$ cat config.mk
export PLATFORM = sky130hd
export DESIGN_NAME = mac_dot_seq
export DESIGN_NICKNAME = d
export VERILOG_FILES = /design/src/rtl/mac_dot_seq.sv
export SDC_FILE = /design/constraint.sdc
export NUM_CORES = 1
export LEC_CHECK = 0
export ABC_AREA = 1
export BUFFER_PORTS_ARGS = -buffer_cell sky130_fd_sc_hd__buf_2
export CAP_MARGIN = 20
export CORE_MARGIN = 2
export CORE_UTILIZATION = 37
export CTS_CLUSTER_SIZE = 25
export DETAILED_ROUTE_END_ITERATION = 10
export HOLD_SLACK_MARGIN = 0.08
export PLACE_DENSITY_LB_ADDON = 0.3
export SYNTH_ARGS = -nofsm -noshare
export SYNTH_HDL_FRONTEND = slang
export SYNTH_SLANG_ARGS = --single-unit
$ cat constraint.sdc
create_clock -name CLK -period 6.3 [get_ports CLK]
set_input_delay 1.26 -clock CLK [delete_from_list [all_inputs] [get_ports CLK]]
set_output_delay 1.26 -clock CLK [all_outputs]
set_load 0.005 [all_outputs]
$ cat src/rtl/mac_dot_seq.sv
// mac_dot_seq: sequences a dot product through an external MULADD unit.
// Streams operand pairs into the MAC, drains its pipeline, and captures the
// result. A 20-bit shadow accumulator cross-checks the MAC output.
module mac_dot_seq #(
  parameter int MAC_LAT = 1,
  parameter int LEN_W   = 8
) (
  input  logic             CLK,
  input  logic             RST,
  input  logic             start,
  input  logic [LEN_W-1:0] len,
  output logic             busy,
  input  logic             in_valid,
  output logic             in_ready,
  input  logic [7:0]       in_a,
  input  logic [7:0]       in_b,
  output logic [7:0]       mac_a,
  output logic [7:0]       mac_b,
  output logic             mac_clr,
  input  logic [19:0]      mac_q,
  output logic             res_valid,
  input  logic             res_ready,
  output logic [19:0]      res_data,
  output logic             res_err
);

  // CLEAR is the only state with bit 2 set, so mac_clr comes straight off a flop.
  localparam logic [2:0] S_IDLE  = 3'b000;
  localparam logic [2:0] S_CLEAR = 3'b100;
  localparam logic [2:0] S_FEED  = 3'b001;
  localparam logic [2:0] S_DRAIN = 3'b010;
  localparam logic [2:0] S_DONE  = 3'b011;

  logic [2:0]       state;
  logic [LEN_W-1:0] cnt;
  logic [2:0]       dcnt;
  logic [19:0]      shadow;
  logic             xfer;

  assign xfer      = in_valid && (state == S_FEED);
  assign busy      = (state != S_IDLE);
  assign in_ready  = (state == S_FEED);
  assign res_valid = (state == S_DONE);
  assign mac_clr   = state[2];

  // Operand register: a transfer loads the pair, every other cycle feeds zeros
  // so stalls, CLEAR and DRAIN leave the MAC accumulator untouched.
  always_ff @(posedge CLK or posedge RST) begin
    if (RST) begin
      mac_a <= '0;
      mac_b <= '0;
    end else begin
      mac_a <= xfer ? in_a : 8'd0;
      mac_b <= xfer ? in_b : 8'd0;
    end
  end

  // Control FSM, element/drain counters, shadow accumulator and result capture.
  always_ff @(posedge CLK or posedge RST) begin
    if (RST) begin
      state    <= S_IDLE;
      cnt      <= '0;
      dcnt     <= '0;
      shadow   <= '0;
      res_data <= '0;
      res_err  <= 1'b0;
    end else begin
      case (state)
        S_IDLE: begin
          if (start) begin
            cnt <= len;
            if (len == '0) begin
              state    <= S_DONE;
              res_data <= '0;
              res_err  <= 1'b0;
            end else begin
              state <= S_CLEAR;
            end
          end
        end
        S_CLEAR: begin
          shadow <= '0;
          state  <= S_FEED;
        end
        S_FEED: begin
          if (xfer) begin
            cnt    <= cnt - 1'b1;
            shadow <= shadow + ({12'd0, in_a} * {12'd0, in_b});
            if (cnt == LEN_W'(1)) begin
              state <= S_DRAIN;
              dcnt  <= 3'(MAC_LAT);
            end
          end
        end
        S_DRAIN: begin
          // Last operand is in mac_q once MAC_LAT+1 edges have passed.
          if (dcnt == 3'd0) begin
            state    <= S_DONE;
            res_data <= mac_q;
            res_err  <= (mac_q != shadow);
          end else begin
            dcnt <= dcnt - 1'b1;
          end
        end
        S_DONE: begin
          if (res_ready) state <= S_IDLE;
        end
        default: state <= S_IDLE;
      endcase
    end
  end

endmodule

==> flow_metrics.env <==
export IMPL_final_layout_size_suffix_gt1_share_pct=14.0
export IMPL_cts_hold_buf=0
export IMPL_multiInputGateArea_um2=3550
export IMPL_die_y_um=134
export IMPL_yosysSeqAreaShare_pct=28.4
export IMPL_overflow=0
export IMPL_p_leak_nw=4.34
export IMPL_synthXorXnorAreaFrac_pct=2.66
export IMPL_cts_tree="built"
export IMPL_core_area_um2=16600
export IMPL_ant_nets=0
export IMPL_fin_ws_ns=1.59
export IMPL_placement_cell_area_um2=6860
export IMPL_numCtsBuffers=9
export IMPL_clockBufferDepth=2
export IMPL_gp_congestion=0.859
export IMPL_drc=0
export IMPL_nNetsFinal=1063
export IMPL_yosys_register_bits=71
export IMPL_synthesis_nets=989
export IMPL_drt_pass1_iterations=4
export IMPL_grt_max_degree=72
export IMPL_max_vdd_ir_drop_mv=0.230
export IMPL_n_fill_cell=1715
export IMPL_netlist_area_um2=6260
export IMPL_critPathRequiredTime_ns=6.53
export IMPL_synth_most_common_cell="nand2_1"
export IMPL_synth_top_cell_area_share_pct=28.4
export IMPL_wirelength_um=14600
export IMPL_grt_pass1_vias=4986
export IMPL_synth_area_leader_cell="dfrtp_1"
export IMPL_critPathKind="primary input to register"
export IMPL_tightestPinTransition_ns=0.945
export IMPL_yosysWarningCount=0
export IMPL_cts_root_buf="clkbuf_16"
export IMPL_slew_viol_final=0
export IMPL_placementRows=47
export IMPL_synth_simple_gate_area_share_pct=23.4
export IMPL_status="complete, no violations"
export IMPL_slew_headroom_pct=37.0
export IMPL_tns_ns=0
export IMPL_synth_top_family_by_area="adder cells"
export IMPL_rsz0062_at_grt="no"
export IMPL_seqCellArea_um2=1780
export IMPL_endpoint_kind="register"
export IMPL_ctsResizeCount=0
export IMPL_synth_fa_ha_area_share_pct=25.0
export IMPL_synth_compound_area_share_pct=5.70
export IMPL_initial_utilization_pct=37.7
export IMPL_path_clk_slew_ns=0.06
export IMPL_fin_area_um2=7190
export IMPL_period_needed_ns=4.71
export IMPL_synth_common_cells="nand2_1, inv_1, dfrtp_1"
export IMPL_htree_levels=3
export IMPL_fmax_mhz=213
export IMPL_dpl_worst_slack_ns=1.23
export IMPL_syn_inst=845
export IMPL_pin_count=90
export IMPL_io_buffers=89
export IMPL_synth_area_leaders="dfrtp_1, fa_1, nand2_1, inv_1, ha_1"
export IMPL_drt_iter0_markers=255
export IMPL_post_drt_via_cell_ratio=4.55
export IMPL_die_x_um=134
export IMPL_startpoint_type="primary input"
export IMPL_hold_violations=0
export IMPL_post_cts_buffers=0
export IMPL_post_route_period_util_pct=74.7
export IMPL_yosysUniqueCellTypes=37
export IMPL_avgRoutedWirePerCell_um=12.8
export IMPL_antenna_found_initial=1
export IMPL_synth_mux_area_share_pct=0
export IMPL_hp_class="register to register"
export IMPL_skew_ns=0.00792
export IMPL_grt_use_total_pct=17.0
export IMPL_place_hpwl_um=11200
export IMPL_syn2layout_area_growth_pct=14.9
export IMPL_grt_pass1_wl_um=24500
export IMPL_finalSetupViolCount=0
export IMPL_power_density_nw_per_um2=461
export IMPL_die_area_um2=18000
export IMPL_num_vias=5206
export IMPL_synth_edf_count=0
export IMPL_clock_latency_ns=0.35
export IMPL_syn_area_per_cell_um2=7.41
export IMPL_synth_top_flop_cell="dfrtp_1"
export IMPL_crit_fanout=9
export IMPL_cp_arrival_ns=4.93
export IMPL_cts_sinks=71
export IMPL_drv_cap=0
export IMPL_synthArstFlopShare_pct=100
-- layout by cell type (no fill, tap or decap), drive strengths merged, types with 7 or more instances in the layout --
cell type / instances
inv: 215
nor2: 49
dfrtp: 71
buf: 90
fa: 50
nand3: 29
xnor2: 17
clkbuf: 9
nand4: 7
ha: 45
o21ai: 34
nand2: 252
nor3: 10
a21oi: 22
-- state kept, by name, indices dropped and copies added, names as in the netlist --
name / count
mac_a: 8
state: 3
res_data: 20
shadow: 20
cnt: 8
res_err: 1
mac_b: 8
dcnt: 3
-- where the power goes --
part | internal [mW] | switching, mW
Combinational | 0.724 | 1.25
Clock | 0.351 | 0.225
Sequential | 0.628 | 0.130
-- cell type report --
class | instances | share of cell area, %
multi-input combinational | 534 | 49.4
sequential | 71 | 24.7
inverter | 213 | 11.2
timing repair buffer | 90 | 6.30
tap | 220 | 3.83
clock buffer | 9 | 3.13
clock inverter | 7 | 1.41
antenna | 1 | 0.0348
-- per-layer routing --
| metal | global-route usage (%) | wire, um |
|---|---|---|
| met1 | 22.9 | 6710 |
| met2 | 28.7 | 7190 |
| met3 | 2.00 | 461 |
| met4 | 5.38 | 250 |
| met5 | 0 | 0 |
-- per-stage QoR --
stage	total power, mW	hold WS (ns)	instances	util (%)
floorplan	2.27	0.453	845	-
global placement	2.74	0.451	1128	41.4
detailed placement	2.75	0.455	1128	41.4
CTS	3.35	0.471	1144	43.3
global route	3.71	0.504	1145	43.4
finish	3.31	0.466	1145	43.4
-- cells by family after synthesis --
kind of cell             Yosys count
buffers and inverters            240
AND/OR/NAND/NOR                  356
XOR/XNOR                          19
flip-flops                        71
AO/OA/AOI/OAI                     64
adder cells (fa/ha/maj)           95
-- worst max-delay path: stages --
cell,delay (ns)
buf_2,0.20
nand2_1,0.11
fa_1,0.52
fa_1,0.54
inv_1,0.06
fa_1,0.53
inv_1,0.05
fa_1,0.52
inv_1,0.04
ha_1,0.34
nand2_1,0.08
nand3b_1,0.16
nand2_1,0.15
nand2_1,0.08
nand2_1,0.12
nand2_1,0.06
nand2_1,0.06
o21ai_1,0.06
-- path summary, 6_finish.rpt --
kind | depth (start not counted) | to | startpoint | slack (ns)
setup / recovery | 18 | shadow[12]$_DFFE_PP0P_ | in_b[7] | 1.59
hold / removal | 2 | res_data[2]$_DFFE_PP0P_ | res_data[2]$_DFFE_PP0P_ | 0.47
setup reg to reg | 19 | shadow[19]$_DFFE_PP0P_ | shadow[6]$_DFFE_PP0P_ | 2.41
hold reg to reg | 2 | res_data[2]$_DFFE_PP0P_ | res_data[2]$_DFFE_PP0P_ | 0.47
max in group asynchronous | 3 | shadow[17]$_DFFE_PP0P_ | RST | 4.48
min in group asynchronous | 3 | mac_b[2]$_DFF_PP0_ | RST | 1.19
No activity file was read; power rests on OpenSTA's default activity.
